**src/rtl/mem_access_unit_if.sv**
```systemverilog
// rtl/mem_access_unit_if.sv - request/response and word-memory signals of the data memory access unit
interface mem_access_unit_if #(
    parameter int ADDR_W = 14
);
    logic              req_valid;
    logic              req_ready;
    logic              req_write;
    logic [1:0]        req_size;
    logic              req_unsigned;
    logic [31:0]       req_addr;
    logic [31:0]       req_wdata;
    logic              resp_valid;
    logic [31:0]       resp_rdata;
    logic              resp_err;
    logic [ADDR_W-1:0] mem_addr;
    logic              mem_we;
    logic [31:0]       mem_wdata;
    logic [31:0]       mem_rdata;

    modport slave (
        input  req_valid, req_write, req_size, req_unsigned, req_addr, req_wdata, mem_rdata,
        output req_ready, resp_valid, resp_rdata, resp_err, mem_addr, mem_we, mem_wdata
    );

    modport master (
        output req_valid, req_write, req_size, req_unsigned, req_addr, req_wdata, mem_rdata,
        input  req_ready, resp_valid, resp_rdata, resp_err, mem_addr, mem_we, mem_wdata
    );
endinterface

```
**src/rtl/mem_access_unit.sv**
```systemverilog
// rtl/mem_access_unit.sv - byte/half/word load-store unit in front of a word-only data memory
module mem_access_unit #(
    parameter int ADDR_W = 14
) (
    input  logic            clock,
    input  logic            rst_n,
    mem_access_unit_if.slave bus
);
    typedef enum logic [2:0] {IDLE, RD, CAP, WR, RESP} state_t;

    state_t      state;
    logic        wr_q;
    logic        uns_q;
    logic [1:0]  size_q;
    logic [1:0]  lane_q;
    logic [15:0] wdata_q;

    logic        misaligned;
    logic [7:0]  byte_sel;
    logic [15:0] half_sel;
    logic [31:0] load_data;
    logic [31:0] merged;

    // Byte address bits above the memory window wrap around by design.
    logic unused_addr_hi;
    assign unused_addr_hi = ^bus.req_addr[31:ADDR_W+2];

    always_comb begin
        misaligned = 1'b0;
        case (bus.req_size)
            2'b00:   misaligned = 1'b0;
            2'b01:   misaligned = bus.req_addr[0];
            2'b10:   misaligned = |bus.req_addr[1:0];
            default: misaligned = 1'b1;
        endcase
    end

    always_comb begin
        byte_sel  = bus.mem_rdata[{lane_q, 3'b000} +: 8];
        half_sel  = lane_q[1] ? bus.mem_rdata[31:16] : bus.mem_rdata[15:0];
        load_data = bus.mem_rdata;
        case (size_q)
            2'b00:   load_data = {{24{~uns_q & byte_sel[7]}}, byte_sel};
            2'b01:   load_data = {{16{~uns_q & half_sel[15]}}, half_sel};
            default: load_data = bus.mem_rdata;
        endcase
    end

    // Read-modify-write: replace only the addressed lane of the captured word.
    always_comb begin
        merged = bus.mem_rdata;
        case (size_q)
            2'b00: merged[{lane_q, 3'b000} +: 8] = wdata_q[7:0];
            2'b01: begin
                if (lane_q[1]) merged[31:16] = wdata_q;
                else           merged[15:0]  = wdata_q;
            end
            default: merged = bus.mem_rdata;
        endcase
    end

    always_ff @(posedge clock or negedge rst_n) begin
        if (!rst_n) begin
            state          <= IDLE;
            wr_q           <= 1'b0;
            uns_q          <= 1'b0;
            size_q         <= 2'b00;
            lane_q         <= 2'b00;
            wdata_q        <= 16'h0;
            bus.req_ready  <= 1'b1;
            bus.resp_valid <= 1'b0;
            bus.resp_err   <= 1'b0;
            bus.resp_rdata <= 32'h0;
            bus.mem_addr   <= '0;
            bus.mem_we     <= 1'b0;
            bus.mem_wdata  <= 32'h0;
        end else begin
            case (state)
                IDLE: begin
                    if (bus.req_valid) begin
                        wr_q          <= bus.req_write;
                        uns_q         <= bus.req_unsigned;
                        size_q        <= bus.req_size;
                        lane_q        <= bus.req_addr[1:0];
                        wdata_q       <= bus.req_wdata[15:0];
                        bus.req_ready <= 1'b0;
                        if (misaligned) begin
                            bus.resp_valid <= 1'b1;
                            bus.resp_err   <= 1'b1;
                            bus.resp_rdata <= 32'h0;
                            state          <= RESP;
                        end else if (bus.req_write && bus.req_size == 2'b10) begin
                            bus.mem_addr  <= bus.req_addr[ADDR_W+1:2];
                            bus.mem_we    <= 1'b1;
                            bus.mem_wdata <= bus.req_wdata;
                            state         <= WR;
                        end else begin
                            bus.mem_addr <= bus.req_addr[ADDR_W+1:2];
                            state        <= RD;
                        end
                    end
                end
                RD: state <= CAP;
                CAP: begin
                    if (wr_q) begin
                        bus.mem_wdata <= merged;
                        bus.mem_we    <= 1'b1;
                        state         <= WR;
                    end else begin
                        bus.resp_rdata <= load_data;
                        bus.resp_valid <= 1'b1;
                        state          <= RESP;
                    end
                end
                WR: begin
                    bus.mem_we     <= 1'b0;
                    bus.resp_valid <= 1'b1;
                    bus.resp_rdata <= 32'h0;
                    state          <= RESP;
                end
                RESP: begin
                    bus.resp_valid <= 1'b0;
                    bus.resp_err   <= 1'b0;
                    bus.resp_rdata <= 32'h0;
                    bus.req_ready  <= 1'b1;
                    state          <= IDLE;
                end
                default: begin
                    bus.mem_we    <= 1'b0;
                    bus.req_ready <= 1'b1;
                    state         <= IDLE;
                end
            endcase
        end
    end
endmodule

```
**src/flat_wrapper.sv**
```systemverilog
// flat-port wrapper written by rule: the top's interface ports become plain ports
module mem_access_unit_flat 
#(
    parameter int ADDR_W = 14
)
  (clock, rst_n, bus_req_valid, bus_req_write, bus_req_size, bus_req_unsigned, bus_req_addr, bus_req_wdata, bus_mem_rdata, bus_req_ready, bus_resp_valid, bus_resp_rdata, bus_resp_err, bus_mem_addr, bus_mem_we, bus_mem_wdata);
  mem_access_unit_if #(.ADDR_W(ADDR_W)) bus_i ();
  input  logic clock;
  input  logic rst_n;
  input wire logic [$bits(bus_i.req_valid)-1:0] bus_req_valid;
  input wire logic [$bits(bus_i.req_write)-1:0] bus_req_write;
  input wire logic [$bits(bus_i.req_size)-1:0] bus_req_size;
  input wire logic [$bits(bus_i.req_unsigned)-1:0] bus_req_unsigned;
  input wire logic [$bits(bus_i.req_addr)-1:0] bus_req_addr;
  input wire logic [$bits(bus_i.req_wdata)-1:0] bus_req_wdata;
  input wire logic [$bits(bus_i.mem_rdata)-1:0] bus_mem_rdata;
  output wire logic [$bits(bus_i.req_ready)-1:0] bus_req_ready;
  output wire logic [$bits(bus_i.resp_valid)-1:0] bus_resp_valid;
  output wire logic [$bits(bus_i.resp_rdata)-1:0] bus_resp_rdata;
  output wire logic [$bits(bus_i.resp_err)-1:0] bus_resp_err;
  output wire logic [$bits(bus_i.mem_addr)-1:0] bus_mem_addr;
  output wire logic [$bits(bus_i.mem_we)-1:0] bus_mem_we;
  output wire logic [$bits(bus_i.mem_wdata)-1:0] bus_mem_wdata;
  assign bus_i.req_valid = bus_req_valid;
  assign bus_i.req_write = bus_req_write;
  assign bus_i.req_size = bus_req_size;
  assign bus_i.req_unsigned = bus_req_unsigned;
  assign bus_i.req_addr = bus_req_addr;
  assign bus_i.req_wdata = bus_req_wdata;
  assign bus_i.mem_rdata = bus_mem_rdata;
  assign bus_req_ready = bus_i.req_ready;
  assign bus_resp_valid = bus_i.resp_valid;
  assign bus_resp_rdata = bus_i.resp_rdata;
  assign bus_resp_err = bus_i.resp_err;
  assign bus_mem_addr = bus_i.mem_addr;
  assign bus_mem_we = bus_i.mem_we;
  assign bus_mem_wdata = bus_i.mem_wdata;
  mem_access_unit #(.ADDR_W(ADDR_W)) u_core (.clock(clock), .rst_n(rst_n), .bus(bus_i));
endmodule
```
**config.mk**
```make
export PLATFORM = sky130hd
export DESIGN_NAME = mem_access_unit_flat
export DESIGN_NICKNAME = d
export VERILOG_FILES = /design/src/rtl/mem_access_unit_if.sv /design/src/rtl/mem_access_unit.sv /design/src/flat_wrapper.sv
export SDC_FILE = /design/constraint.sdc
export NUM_CORES = 1
export LEC_CHECK = 0
export ABC_AREA = 1
export CAP_MARGIN = 15
export CORE_MARGIN = 3
export CORE_UTILIZATION = 53
export DETAILED_ROUTE_END_ITERATION = 8
export GPL_TIMING_DRIVEN = 0
export PLACE_DENSITY = 0.87
export SYNTH_ARGS = -nofsm -noshare
export SYNTH_HDL_FRONTEND = slang
export SYNTH_SLANG_ARGS = --single-unit
```
**constraint.sdc**
```tcl
create_clock -name clock -period 5 [get_ports clock]
set_input_delay 1.25 -clock clock [delete_from_list [all_inputs] [get_ports clock]]
set_output_delay 1.25 -clock clock [all_outputs]
set_load 0.1 [all_outputs]
```
; ---- After elaboration in Yosys (flattened, before gate mapping)
; Cells that the tools add are included.
[word_totals]
output_inout_bits = 82
register_bits = 107
inputBits = 103
[op_classes]
shifts = 3
add_sub_neg = 1
n_eq_ne = 13
n_bitwise = 6
n_reduce_logical = 20
muxes = 33
[op_table]
columns = cell, n
row1 = 2-to-1 mux 32 bit, 7
row2 = case mux 32 bit (2 select lines), 3
row3 = case mux 32 bit (3 select lines), 1
row4 = 2-to-1 mux 16 bit, 3
row5 = bitwise mux 32 bit, 1
row6 = variable shift 8 x 7 -> 32 bit (first input constant), 1
row7 = indexed part select 32 x 6 -> 8 bit, 1
row8 = indexed part select 8 x 7 -> 32 bit, 1
row9 = case mux 3 bit (4 select lines), 1
row10 = AND reduction 5 bit, 2
row11 = 2-to-1 mux 3 bit, 3
row12 = 2-to-1 mux 1 bit, 8
row13 = AND reduction 4 bit, 2
row14 = negator 5 -> 7 bit, 1
row15 = equality test 3 x 2 -> 1 bit (second input constant), 2
row16 = inequality test 2 x 1 -> 1 bit (second input constant), 3
row17 = inequality test 2 bit (second input constant), 3
row18 = case mux 1 bit (3 select lines), 2
row19 = AND reduction 3 bit, 2
row20 = OR reduction 2 bit, 3
row21 = equality test 2 x 1 -> 1 bit (second input constant), 2
row22 = logical NOT 2 bit, 2
row23 = NOT 1 bit, 4
row24 = case mux 1 bit (2 select lines), 2
row25 = other kinds (13), 16

; ---- Logic depth before layout (Yosys ltp)
; Gate-level depths: netlist of the first run.
[depth]
depth_word = 6
mapped_depth = 13
mapped_depth_nobuf = 11

; ---- Worst setup path before layout of the first run
; Ideal clock, no wire load.
[synth_path]
path_type = in2reg
start = in bus_req_addr[0]
end = reg u_core.bus.mem_wdata[11]
t_required_ps = 4880
stages = 10
path_slack_ps = 2729
n_path_buf = 2
t_arrival_ps = 2151
cell_sequence = inv_1 -> nand3_1 -> nand2_1 -> nand2_1 -> nand2_4 -> nand2_4 -> buf_6 -> buf_6 -> nand2_1 -> nand2_1
[synth_via]
elab_chain_len = 4
[synth_rtl]
columns = item, line_no
row1 = from (decl), flat_wrapper.sv:14  ; input wire logic [$bits(bus_i.req_addr)-1:0] bus_req_addr;
row2 = OR reduction 2 bit, mem_access_unit.sv:33  ; 2'b10: misaligned = |bus.req_addr[1:0];
row3 = case mux 1 bit (3 select lines) *, mem_access_unit.sv:30  ; case (bus.req_size)
row4 = inequality test 2 bit (no line) *, n/a
row5 = AND reduction 5 bit (no line) *, n/a
row6 = to (signal assigned), mem_access_unit.sv:95  ; bus.mem_wdata <= bus.req_wdata;
row7 = to (signal assigned), mem_access_unit.sv:106  ; bus.mem_wdata <= merged;
row8 = to (decl), mem_access_unit_if.sv:22  ; output req_ready, resp_valid, resp_rdata, resp_err, mem_addr, mem_we, mem_wdata
; Mark *: on every way between the ends. The rest lies on a longest branch, timed or not.
; A chain may end at the register's enable or synchronous reset.

; ---- Worst setup path after layout of the first run
[layout_path]
start = reg u_core.bus.req_ready
end = out bus_req_ready
[layout_lines]
columns = item, line_no
row1 = from (decl), mem_access_unit_if.sv:22
row2 = from (signal assigned), mem_access_unit.sv:70  ; bus.req_ready <= 1'b1;
row3 = from (signal assigned), mem_access_unit.sv:86  ; bus.req_ready <= 1'b0;
row4 = from (signal assigned), mem_access_unit.sv:125  ; bus.req_ready <= 1'b1;
row5 = to (decl), flat_wrapper.sv:17  ; output wire logic [$bits(bus_i.req_ready)-1:0] bus_req_ready;
; No word-level cell between the ends.

==> results of run 1 <==
-- per-stage QoR --
stage          utilization  setup WS (ps)  setup TNS (ps)  instance area (sq um)
2_1_floorplan            -           2730               0                   6603
3_3_place_gp        0.7013          -1255         -132030                   8494
3_5_place_dp        0.7034           2031               0                   8519
4_1_cts             0.7267           1712               0                   8801
5_1_grt             0.7267           1697               0                   8801
6_report            0.7267           1719               0                   8801
-- registers in the layout (all words and copies together), names as in the netlist --
signal                 cells
u_core.bus.mem_wdata      32
u_core.bus.resp_err        1
u_core.bus.mem_we          1
u_core.bus.mem_addr       14
u_core.bus.resp_rdata     32
u_core.state               3
u_core.wr_q                1
u_core.size_q              2
u_core.wdata_q            16
u_core.lane_q              2
u_core.bus.resp_valid      1
u_core.uns_q               1
u_core.bus.req_ready       1
-- layout by cell type, fill, tap and decap left out --
cell and instances:
dfstp_2 1, or2_2 2, clkinvlp_4 2, o22ai_1 6, a21oi_2 1, inv_2 7
o21a_1 1, dfrtp_1 106, clkinv_4 1, inv_1 69, buf_4 8, buf_2 19
o21ai_0 98, nand2_4 4, ha_1 5, nor2_4 2, buf_6 4, nand3_2 1
nand4_2 1, inv_8 1, clkdlybuf4s50_1 167, o211ai_1 2, nand3b_1 1, clkbuf_16 9
nor2_2 4, clkbuf_2 1, nor3_1 2, nand2_1 375, a21oi_1 50, clkbuf_1 21
o21ai_1 10, clkbuf_8 1, nand3_1 70, nor2_1 115, buf_16 1, inv_4 2
nand2_2 6, a31oi_1 1, nand4_1 9
-- logic make-up after synthesis --
group,Yosys count,share of synthesized area
simple gates,592,0.3678
buf+inv,128,0.08584
fa+ha+maj,5,0.009475
flops,107,0.4057
compound gates,169,0.1311
-- cell usage after synthesis --
| cell type | instances | area share |
|---|---|---|
| or2_2 | 2 | 0.0019 |
| clkbuf_1 | 19 | 0.011 |
| a31oi_1 | 1 | 0.00095 |
| a21oi_2 | 1 | 0.0013 |
| buf_2 | 19 | 0.014 |
| nand4_2 | 1 | 0.0019 |
| nand3b_1 | 1 | 0.0011 |
| o22ai_1 | 6 | 0.0057 |
| clkbuf_2 | 1 | 0.00076 |
| a21oi_1 | 50 | 0.038 |
| nor2_2 | 4 | 0.0038 |
| nand2_4 | 4 | 0.0068 |
| nor2_1 | 115 | 0.065 |
| buf_4 | 7 | 0.0080 |
| o21ai_1 | 10 | 0.0076 |
| o21a_1 | 1 | 0.0011 |
| inv_2 | 7 | 0.0040 |
| nand3_2 | 1 | 0.0015 |
| buf_6 | 4 | 0.0068 |
| dfstp_2 | 1 | 0.0040 |
| o211ai_1 | 2 | 0.0023 |
| o21ai_0 | 98 | 0.074 |
| inv_4 | 2 | 0.0019 |
| nor3_1 | 2 | 0.0015 |
| ha_1 | 5 | 0.0095 |
| inv_1 | 69 | 0.039 |
| nand2_2 | 6 | 0.0057 |
| nand2_1 | 375 | 0.21 |
| dfrtp_1 | 106 | 0.40 |
| nor2_4 | 2 | 0.0034 |
| nand3_1 | 70 | 0.053 |
| nand4_1 | 9 | 0.0085 |
-- area by class of cell --
cell class,count,area share
buffer,50,0.03057
timing repair buffer,169,0.1939
tap,168,0.02388
sequential,107,0.3044
inverter,78,0.03384
clock inverter,4,0.003981
multi-input combinational,766,0.3814
clock buffer,12,0.02801
-- final timing paths --
| path | endpoint | start | cells after the start | slack (ps) |
|---|---|---|---|---|
| min in group asynchronous | u_core.bus.mem_wdata[22] | rst_n | 1 | 930 |
| worst max-delay path | bus_req_ready | u_core.bus.req_ready | 1 | 1720 |
| worst min register to register | u_core.bus.resp_rdata[28] | u_core.bus.resp_rdata[28] | 2 | 480 |
| max in group asynchronous | u_core.bus.req_ready | rst_n | 2 | 3310 |
| worst max register to register | u_core.bus.mem_wdata[1] | u_core.lane_q[1] | 12 | 2420 |
| worst min-delay path | u_core.bus.resp_rdata[28] | u_core.bus.resp_rdata[28] | 2 | 480 |
-- worst reg2reg max path, cell delays in order, from the launching register on --
cell and delay (ps):
dfrtp_1 430, buf_4 190, inv_2 140, buf_2 280, ha_1 370, clkbuf_1 380
nand2_1 190, nand2_1 90, nand3_1 60, nand2_1 150, nand2_1 80, nand2_1 70
nand2_1 50
-- per-layer routing --
layer / wire (microns) / vias up / share of wire / global-route usage
met1: 9962 / 3366 / 0.43 / 0.4747
li1: - / 3539 / - / -
met3: 2188 / 62 / 0.095 / 0.05574
met2: 10040 / 378 / 0.44 / 0.5027
met4: 795 / 0 / 0.035 / 0.1407
met5: 0 / - / 0 / 0
==> reports/metrics.cfg, run 1 <==
[clocking]
clkLatencyLatePin_ps=360
cts.htree.levels=3
cts.repair.resized=0
cts-buffers-inserted=9
hold_buffers=0
clk_path_buf_depth=2
clkTransAtPathRegs_ps=70
cts_sinks=107
cts_tree=done
cts_root_buf=clkbuf_16
cts_setup_buffers=0

[cells_and_area]
nets=1289
layout-drive-gt1-share=0.06577
instances_no_fill=1354
seq_area_sq_um=2679
synthToLayoutAreaGrowth_pct=33.30
insertedDiodeCount=0
n_fill_cell=1018
multi_input_area_sq_um=3357

[timing]
fin_crit_sh=0.6561
worst_pin_slew_ps=994.9
skew_ps=7.005
slew_headroom=0.3346
rsz0062_at_grt=false
timing.fmax_mhz=304.8
setup-violations-final=0
fin_hold_ws_ps=479.2
slew_violations=0
fin_crit_ps=3281
hold_viol=0

[floorplan]
core.rowCount=40
dieArea_sq_um=13830
core_area_sq_um=12110
die_w_microns=117.6
num_io_pins=185
start_util=0.5451
die_h_microns=117.6

[drt]
drtIter0Drc=753
routed_wirelength_mm=22.98
vias=7345
wl_per_cell_microns=16.97
drtAntennaViolNets=0
routed_via_density=5.425
dr.pass1.iters=5
drc=0

[worst_setup_path]
cp_top_family=buffers and inverters
worst-path-buf-inv=1
path_class=reg -> out
slowest_stage=clkdlybuf4s50_1
crit_path_start_kind=flop
crit_chain=clkdlybuf4s50_1
critPathCaptureType=output port
cp_data_required_time_ps=3750
crit_arrival_ps=2030
crit_path_max_fanout=2
cpPeakStageDelay_ps=1130

[global_route]
grt_usage=0.3325
grt_max_degree=55
antenna_found_initial=0
overflow=0
grt_pass1_vias=6982
grt_pass1_wl_mm=37.03

[placement]
dp_hpwl_mm=17.82
place.gp.congestion=0.9806
dpl.cell_count=1338
port_buffers=168

[synthesis]
ys_ff_latch=107
yosys_warnings=0
synth_seq_area_share=0.4057
synth_nets=1109
avgSynthCellArea_sq_um=6.596
syn_inst=1001
ys_types=32
syn-cell-area_sq_um=6603

[hold_path]
hold_class=reg -> reg

[job]
cap_violations=0

[run_status]
status=completed

Power of run 1 is not shown: default switching activity piles up to over one toggle a cycle in this logic, so the estimate is an artifact.
==> run 2, diff against run 1 <==
--- a/config.mk
+++ b/config.mk
@@ -8,10 +8,10 @@
 export ABC_AREA = 1
 export CAP_MARGIN = 15
 export CORE_MARGIN = 3
-export CORE_UTILIZATION = 53
+export CORE_UTILIZATION = 44
 export DETAILED_ROUTE_END_ITERATION = 8
 export GPL_TIMING_DRIVEN = 0
-export PLACE_DENSITY = 0.87
+export PLACE_DENSITY = 0.77
 export SYNTH_ARGS = -nofsm -noshare
 export SYNTH_HDL_FRONTEND = slang
 export SYNTH_SLANG_ARGS = --single-unit
==> constraint.sdc (replaced) <==
create_clock -name clock -period 3 [get_ports clock]
set_input_delay 0.75 -clock clock [delete_from_list [all_inputs] [get_ports clock]]
set_output_delay 0.75 -clock clock [all_outputs]
set_load 0.1 [all_outputs]
==> reports/metrics.cfg, run 2 (synthesis gave the netlist of run 1 again) <==
[global_route]
antenna_found_initial=0
grt_pass1_wl_mm=37.24
grt_pass1_vias=6798
overflow=0
grt_usage=0.2881
grt_max_degree=56

[cells_and_area]
reg_top3=u_core.bus.mem_wdata (32), u_core.bus.resp_rdata (32), u_core.wdata_q (16)
fin_area_sq_um=8827
insertedDiodeCount=0
layout-drive-gt1-share=0.06661
nets=1289
instances_no_fill=1370
synthToLayoutAreaGrowth_pct=33.69
mostFrequentLayoutCells=375 x nand2_1, 167 x clkdlybuf4s50_1, 115 x nor2_1
final_common_cell=nand2_1

[timing]
worst_pin_slew_ps=999.7
setup-violations-final=0
skew_ps=9.895
fin_crit_ps=2771
slew_violations=0
timing.fmax_mhz=360.8
slew_headroom=0.3315
rsz0062_at_grt=false
finalSetupTns_ps=0
fin_crit_sh=0.9238
fin_hold_ws_ps=418.2
hold_viol=0

[clocking]
cts_tree=done
clkTransAtPathRegs_ps=70
cts-buffers-inserted=9
clk_path_buf_depth=2
cts.htree.levels=3
clkLatencyLatePin_ps=360
cts_root_buf=clkbuf_16
hold_buffers=0
cts_sinks=107
cts_setup_buffers=0
cts.repair.resized=0

[drt]
wl_met1_mm=10.52
dr.pass1.iters=5
drc=0
wl_per_cell_microns=17.10
routed_wirelength_mm=23.43
vias=7246
drtIter0Drc=681
drtAntennaViolNets=0
dr_wl_met3_mm=1.919
dr.max_layer_used=met4
routed_via_density=5.289
dr_wl_met2_mm=10.22

[placement]
port_buffers=168
place.gp.congestion=1.027
dp_hpwl_mm=18.08
dpl.cell_count=1354
placed_cell_area_sq_um=8539

[worst_setup_path]
worst-path-buf-inv=1
r2r_end=u_core.bus.mem_wdata[0]
r2r_setup_slack_ps=370
crit_arrival_ps=2020
worst_r2r_path_depth=11
worstSetupStartpoint=u_core.bus.req_ready
reg2reg_from=u_core.lane_q[1]
critPathCapture=bus_req_ready
cpPeakStageDelay_ps=1130
slowest_stage=clkdlybuf4s50_1
cp_top_family=buffers and inverters
cp_data_required_time_ps=2250
crit_path_max_fanout=2
critPathCaptureType=output port
path_class=reg -> out
crit_chain=clkdlybuf4s50_1
cp.depth=1
crit_path_start_kind=flop

[floorplan]
die_w_microns=128.5
dieArea_sq_um=16510
core.rowCount=44
num_io_pins=185
die_h_microns=128.5
start_util=0.4526
core_area_sq_um=14590

[hold_path]
hold_class=in -> async

[run_status]
status=completed

[job]
cap_violations=0

==> run 2: how the worst min path moves through the flow <==
stage / start / endpoint / cells after the start
2_1_floorplan: rst_n / u_core.bus.mem_addr[0] / 0
3_3_place_gp: u_core.bus.mem_wdata[21] / u_core.bus.mem_wdata[21] / 2
3_5_place_dp: u_core.bus.resp_rdata[31] / u_core.bus.resp_rdata[31] / 2
4_1_cts: rst_n / u_core.bus.mem_wdata[20] / 1
5_1_grt: rst_n / u_core.bus.mem_wdata[20] / 1
6_report: rst_n / u_core.bus.mem_wdata[20] / 1
==> run 2: metal layers <==
layer	up-vias	track usage
met5	-	0
met1	3345	0.4165
met4	0	0.1229
met2	307	0.4294
met3	48	0.04608
li1	3546	-
==> run 2: layout make-up <==
cell class              instances  area [sq um]
fillers                      1430          5762
multi-input cells             766          3357
flip-flops and latches        107          2679
repair buffers                169          1707
inverters                      78         297.8
plain buffers                  50         269.0
clock buffers                  11         242.7
well taps                     184         230.2
clock inverters                 5         45.04
==> run 2: metrics by stage <==
step / setup WS (ps) / util
after floorplan: 1071 / -
after global placement: -2924 / 0.5836
after detailed placement: 435.4 / 0.5853
after CTS: 210.5 / 0.6051
after global routing: 128.6 / 0.6051
final: 228.6 / 0.6051
Power of run 2 is left out for the same reason.
==> run 3, diff against run 2 <==
--- a/config.mk
+++ b/config.mk
@@ -7,6 +7,7 @@
 export LEC_CHECK = 0
 export ABC_AREA = 1
 export CAP_MARGIN = 15
+export CORE_ASPECT_RATIO = 0.6
 export CORE_MARGIN = 3
 export CORE_UTILIZATION = 44
 export DETAILED_ROUTE_END_ITERATION = 8
==> reports/metrics.cfg, run 3 (synthesis gave the netlist of run 1 again) <==
[worst_setup_path]
path_class=reg -> out
critPathCaptureType=output port
cp_data_required_time_ps=2250
reg2reg_from=u_core.lane_q[1]
r2r_end=u_core.bus.mem_wdata[1]
worst-path-buf-inv=1
r2r_setup_slack_ps=470
cp_top_family=buffers and inverters
worst_r2r_path_depth=13
crit_chain=clkdlybuf4s50_1
cpPeakStageDelay_ps=1140
crit_path_max_fanout=2
worstSetupStartpoint=u_core.bus.req_ready
crit_path_start_kind=flop
slowest_stage=clkdlybuf4s50_1
crit_arrival_ps=2050

[global_route]
grt_max_degree=72
antenna_found_initial=0
grt_pass1_vias=6675
grt_usage=0.2988
grt_pass1_wl_mm=37.92
overflow=0

[drt]
routed_via_density=5.330
drtAntennaViolNets=0
drc=0
routed_wirelength_mm=24.54
drtIter0Drc=998
vias=7345
wl_per_cell_microns=17.81
dr.pass1.iters=6

[clocking]
cts_tree=done
clk_path_buf_depth=2
cts.repair.resized=0
cts-buffers-inserted=9
cts_root_buf=clkbuf_16
cts_sinks=107
cts_setup_buffers=0
clkTransAtPathRegs_ps=80
clkLatencyLatePin_ps=360
cts.htree.levels=3
hold_buffers=0

[cells_and_area]
synthToLayoutAreaGrowth_pct=34.00
reg_top3=u_core.bus.mem_wdata (32), u_core.bus.resp_rdata (32), u_core.wdata_q (16)
layout-drive-gt1-share=0.06745
nets=1289
final_common_cell=nand2_1
mostFrequentLayoutCells=375 x nand2_1, 167 x clkdlybuf4s50_1, 115 x nor2_1
fin_area_sq_um=8847
insertedDiodeCount=0
n_fill_cell=1328

[floorplan]
die_h_microns=100.9
dieArea_sq_um=16560
start_util=0.4662
core.rowCount=33
num_io_pins=185
core_area_sq_um=14160
die_w_microns=164.1

[timing]
fin_crit_sh=0.9346
worst_pin_slew_ps=1000
rsz0062_at_grt=false
fin_hold_ws_ps=360.0
skew_ps=15.45
slew_violations=0
fin_crit_ps=2804
hold_viol=0
finalSetupTns_ps=0
timing.fmax_mhz=356.7
slew_headroom=0.3312
setup-violations-final=0

[placement]
place.gp.congestion=1.020
port_buffers=168
dp_hpwl_mm=19.08
placed_cell_area_sq_um=8549

[run_status]
status=completed

[hold_path]
hold_class=in -> async

[job]
cap_violations=0

==> run 3: cell types whose count changed in the layout (fill, tap and decap cells not counted), sizes merged <==
cell | previous run | this run
clkinvlp | 1 | 0
clkbuf | 31 | 30
clkinv | 1 | 3
==> run 3: layout make-up <==
cell class                 count  area [sq um]  area share
multi-input combinational    766          3357      0.3794
clock inverter                 6         58.81    0.006647
clock buffer                  10         239.0     0.02701
sequential                   107          2679      0.3028
inverter                      78         297.8     0.03366
tap                          192         240.2     0.02715
buffer                        50         269.0     0.03041
timing repair buffer         169          1707      0.1929
==> run 3: metrics by stage <==
step	utilization	worst slack, ps	cells
2_1_floorplan	-	1071	1001
3_3_place_gp	0.6019	-2839	1361
3_5_place_dp	0.6037	474.9	1362
4_1_cts	0.6247	208.4	1378
5_1_grt	0.6247	187.6	1378
6_report	0.6247	196.3	1378
==> run 3: metal layers <==
layer  up-vias  routed length (microns)  track usage
li1       3542                        -            -
met3        31                     3313       0.1051
met2       444                     9043       0.3860
met4         0                      364      0.05718
met5         -                        0            0
met1      3328                    11820       0.4708
==> run 3: worst max path at each step <==
| stage | end | slack [ps] | cells past startpoint |
|---|---|---|---|
| 2_1_floorplan | u_core.bus.mem_wdata[7] | 1070 | 11 |
| 3_3_place_gp | u_core.bus.mem_wdata[4] | -2840 | 1 |
| 3_5_place_dp | u_core.bus.resp_rdata[1] | 470 | 9 |
| 4_1_cts | bus_req_ready | 210 | 1 |
| 5_1_grt | bus_req_ready | 190 | 1 |
| 6_report | bus_req_ready | 200 | 1 |
Power of run 3 is left out for the same reason.
==> RTL edit 1 (flow settings as in run 3) <==
Reset style: synchronous (`rst_n`), changed in one clocked block.
--- a/src/rtl/mem_access_unit.sv
+++ b/src/rtl/mem_access_unit.sv
@@ -60,5 +60,5 @@
     end
 
-    always_ff @(posedge clock or negedge rst_n) begin
+    always_ff @(posedge clock) begin
         if (!rst_n) begin
             state          <= IDLE;
Formal check against the unedited RTL: differs if rst_n is asserted again (counterexample within 4 cycles, from zero or initial values and one cycle with rst_n low); with rst_n held inactive, the same outputs for 4 cycles.
==> RTL edit 1 against run 3 <==
Cell area is 2.0% lower; register-to-register slack lost 0.31 ns; utilization decreased by 0.52 points; sequential cell count is the same; synthesized cell count grew 2.5%; area after synthesis decreased by 2.1%; worst setup slack got worse by 0.032 ns; non-clock buffer count increased by 7; wire length is 2.6% higher; cell count grew 1.7%; sequential share of layout area fell by 5.6 points; maximum frequency decreased by 1.1%; critical path type is now reg -> reg; critical endpoint is now u_core.bus.mem_wdata[12].
==> RTL edit 1: results (changes against run 3) <==
status - finished, final reports clean
Compound-Gate Fraction of Synth Area - 21.4% (+8.3 points)
WHS - 0.453 ns (+0.0928 ns)
clock network latency to the later pin of the worst-skew pair - 0.36 ns (about the same)
drt initial violations - 901 (-9.7%)
I/O Buffers - 167 (-0.60%)
largest cells by area after synthesis - dfxtp_1 33%, nand2_1 15%, nor2_1 10%
first-pass GRT wire length - 38600 µm (+1.9%)
r2r setup slk - 0.16 ns (-0.31 ns)
Reg clk slew, reported paths - 0.08 ns (about the same)
top flop regs - u_core.bus.mem_wdata: 32 flops, u_core.bus.resp_rdata: 32 flops, u_core.wdata_q: 16 flops
Post-Synthesis Cells - 1026 (+2.5%)
synth warn - 0 (unchanged)
wirelength, routed - 25200 µm (+2.6%)
asr flop ratio synth - 0% (-100 points)
Worst Path Max Fanout - 12 (+10)
synth cell count leaders - 266 x nand2_1, 177 x nor2_1, 112 x a21oi_1
placed cell area - 8380 µm² (-2.0%)
Rel. slew slack - 29.9% (-3.2 points)
Clock Skews - 0.00957 ns (-0.00589 ns)
WHS Endpoint - u_core.bus.resp_valid
largest net degree at the start of global routing - 20 (-72%)
# fillers - 1346 (+1.4%)
initial antenna violation count - 0 (unchanged)
syn nets - 1134 (+2.3%)
Post-Synth Adder-Cell Area - 0.968% (+0.020 points)
hold_sp - u_core.bus.resp_valid
Final GP Congestion - 0.986 (-3.4%)
CTS root buffer - clkbuf_16
post-synth cell types - 37 (+16%)
Vias/cell - 5.42 (+1.7%)
Setup CP Type - reg -> reg
sequential element share of the synthesized area - 33.1% (-7.4 points)
DP HPWL - 19700 µm (+3.5%)
DR pass1 iterations - 5 (-1)
Hold Path Class - reg -> reg
Place WS - 0.346 ns (-0.129 ns)
Worst path top cell family by delay - buffers and inverters
WP data arrival - 3.14 ns (+1.09 ns)
Critical R2R Launch - u_core.lane_q[1]
Pleak - 3.44 nW
largest stage delay on the critical path - 0.49 ns (-0.65 ns)
share of cells above drive strength 1 - 9.35% (+2.6 points)
worst vdd ir - 0.000430 V
FF-to-FF End - u_core.bus.mem_wdata[12]
final cell count without fillers - 1401 (+1.7%)
Crit-path slowest cell - dfxtp_1
vias in the first global route - 6854 (+2.7%)
Total GRT Usage - 30.5% (+0.57 points)
layout net count - 1312 (+1.8%)
## RTL edit 1: cell count changes after synthesis, sizes merged, moves of 3 or more
cell    delta
inv       -11
nand3     -21
nor2      +63
clkbuf    +10
dfrtp    -106
dfxtp    +107
nand2     -99
o22ai      +3
a21oi     +83
nand4      -9
clkinv     +3
or2        +6
## RTL edit 1: routing by layer
| layer | track usage [%] | vias up | wire, µm |
|---|---|---|---|
| li1 | - | 3651 | - |
| met5 | 1.82 | - | 0 |
| met2 | 40.5 | 448 | 9350 |
| met4 | 6.23 | 0 | 467 |
| met3 | 8.66 | 39 | 3380 |
| met1 | 47.7 | 3456 | 12000 |
## RTL edit 1: report_power, final
group / switching, mW / total, mW / internal (mW) / leakage, nW
logic: 1.54 / 2.15 / 0.608 / 2.43
registers: 0.0982 / 1.64 / 1.54 / 0.873
clock network: 0.629 / 1.24 / 0.608 / 0.144
## RTL edit 1: final cells by class
class	count	area [µm²]	area share, %
multi-input cells	790	3680	42.5
flip-flops and latches	107	2140	24.7
repair buffers	167	1670	19.3
plain buffers	59	369	4.26
inverters	70	272	3.13
well taps	192	240	2.77
clock buffers	10	239	2.76
clock inverters	6	56.3	0.649
## RTL edit 1: worst max path at each step
stage	slack (ns)	endpoint	cells after the start
3_5_place_dp	0.35	u_core.bus.mem_wdata[9]	5
4_1_cts	0.34	bus_resp_rdata[0]	1
2_1_floorplan	1.10	u_core.bus.mem_wdata[22]	13
6_report	0.16	u_core.bus.mem_wdata[12]	13
5_1_grt	0.08	u_core.bus.mem_wdata[12]	13
3_3_place_gp	0.36	u_core.bus.mem_wdata[8]	5
==> RTL edit 2 (flow settings as in run 3) <==
Without the edit above. `ADDR_W` is set to 14 in 3 places; all go to 15.
--- a/src/rtl/mem_access_unit_if.sv
+++ b/src/rtl/mem_access_unit_if.sv
@@ -1,5 +1,5 @@
 // rtl/mem_access_unit_if.sv - request/response and word-memory signals of the data memory access unit
 interface mem_access_unit_if #(
-    parameter int ADDR_W = 14
+    parameter int ADDR_W = 15
 );
     logic              req_valid;
--- a/src/rtl/mem_access_unit.sv
+++ b/src/rtl/mem_access_unit.sv
@@ -1,5 +1,5 @@
 // rtl/mem_access_unit.sv - byte/half/word load-store unit in front of a word-only data memory
 module mem_access_unit #(
-    parameter int ADDR_W = 14
+    parameter int ADDR_W = 15
 ) (
     input  logic            clock,
--- a/src/flat_wrapper.sv
+++ b/src/flat_wrapper.sv
@@ -2,5 +2,5 @@
 module mem_access_unit_flat 
 #(
-    parameter int ADDR_W = 14
+    parameter int ADDR_W = 15
 )
   (clock, rst_n, bus_req_valid, bus_req_write, bus_req_size, bus_req_unsigned, bus_req_addr, bus_req_wdata, bus_mem_rdata, bus_req_ready, bus_resp_valid, bus_resp_rdata, bus_resp_err, bus_mem_addr, bus_mem_we, bus_mem_wdata);
Interface: changed (resized bus_mem_addr); port bits go from 185 to 186. No check against the original RTL was run, so the function may have changed too.
==> RTL edit 2 against run 3 <==
Wire length is 1.4% higher; area after synthesis shrank 1.0%; sequential cell count is 1 higher; synthesized cell count shrank 0.90%; worst setup slack better by 0.013 ns; cell area fell by 0.34%; critical endpoint unchanged.
Power is left out: the tool's default activity adds up to more than one toggle a clock period on the data nets, which glitch-free logic cannot reach.
==> RTL edit 2: results (changes against run 3) <==
Clock Path Buffers - 2 (unchanged)
Worst Path Max Fanout - 2 (unchanged)
vias in the first global route - 6904 (+3.4%)
first-pass GRT wire length - 38700 µm (+2.0%)
Reg clk slew, reported paths - 0.08 ns (about the same)
asr flop ratio synth - 100% (unchanged)
initial antenna violation count - 0 (unchanged)
met2 Track Usage GR - 39.6% (+1.0 points)
DR pass1 iterations - 6 (unchanged)
CTS buffer count - 9 (unchanged)
CTS root buffer - clkbuf_16
largest net degree at the start of global routing - 70 (-2.8%)
H-Tree Depth - 3 (unchanged)
DP HPWL - 19000 µm (-0.20%)
# fillers - 1277 (-3.8%)
drt initial violations - 777 (-22%)
Hold Path Class - in -> async
largest cells by area after synthesis - dfrtp_1 41%, nand2_1 22%, o21ai_0 6.8%
Final GP Congestion - 1.02 (-0.42%)
synth warn - 0 (unchanged)
wirelength, routed - 24900 µm (+1.4%)
layout net count - 1282 (-0.54%)
Post-CTS Setup Bufs - 0 (unchanged)
synth cell count leaders - 388 x nand2_1, 118 x nor2_1, 107 x dfrtp_1
Global Route met3 Usage - 11.1% (+0.54 points)
met1 Use GR - 48.0% (+0.93 points)
Place WS - 0.247 ns (-0.228 ns)
share of cells above drive strength 1 - 5.51% (-1.2 points)
largest stage delay on the critical path - 1.14 ns (about the same)
Worst path top cell family by delay - buffers and inverters
syn nets - 1100 (-0.81%)
worst slew pin tran - 1.02 ns (+0.0226 ns)
post-cts resize count - 0 (unchanged)
Antenna Cells - 0 (unchanged)
top flop regs - u_core.bus.mem_wdata: 32 flops, u_core.bus.resp_rdata: 32 flops, u_core.wdata_q: 16 flops
Vias - 7423 (+1.1%)
clock network latency to the later pin of the worst-skew pair - 0.36 ns (about the same)
WP data arrival - 2.04 ns
I/O Buffers - 170 (+1.2%)
status - finished, final reports clean
post-synth cell types - 30 (-6.3%)
ys flop type - dfrtp_1
Crit-path slowest cell - clkdlybuf4s50_1
Clock Skews - 0.0113 ns (-0.00413 ns)
sequential element share of the synthesized area - 41.4% (+0.81 points)
MaxCap Viol Count - 0 (unchanged)
placed cell area - 8500 µm² (-0.57%)
Total GRT Usage - 30.6% (+0.72 points)
-- RTL edit 2: metrics by stage --
stage / util (%) / cells
after global placement: 60.2 / 1354
final: 62.6 / 1371
after CTS: 62.6 / 1371
after detailed placement: 60.4 / 1355
after floorplan: - / 992
after global routing: 62.6 / 1371
-- RTL edit 2: cell families after synthesis --
| logic type | count (synthesis) | synth area share, % |
|---|---|---|
| and+or+nand+nor | 594 | 36.7 |
| AOI/OAI and AO/OA | 156 | 12.7 |
| buffers and inverters | 129 | 8.23 |
| DFF | 108 | 41.4 |
| adders and majority gates | 5 | 0.957 |
-- RTL edit 2: final cells by class --
| cell class | instances | share of cell area, % |
|---|---|---|
| tap | 192 | 2.72 |
| multi-input combinational | 755 | 37.3 |
| buffer | 50 | 2.74 |
| inverter | 79 | 3.36 |
| timing repair buffer | 171 | 19.6 |
| clock inverter | 7 | 1.04 |
| clock buffer | 9 | 2.55 |
| sequential | 108 | 30.7 |
-- RTL edit 2: per-layer routing --
metal	vias up	wire length, µm
met5	-	0
met4	0	400
met3	28	3300
met2	453	9310
met1	3439	11900
li1	3503	-
-- RTL edit 2: final timing paths --
path                                            start                   endpoint  slack (ns)  cells after the start
worst min-delay path                            rst_n    u_core.bus.mem_wdata[4]        0.36                      1
worst max register to register       u_core.lane_q[0]   u_core.bus.mem_wdata[15]        0.24                      9
worst max-delay path             u_core.bus.req_ready              bus_req_ready        0.21                      1
min in group clock              u_core.bus.resp_valid      u_core.bus.resp_valid        0.48                      2
worst min register to register  u_core.bus.resp_valid      u_core.bus.resp_valid        0.48                      2
max in group asynchronous                       rst_n  u_core.bus.resp_rdata[23]        1.91                      2
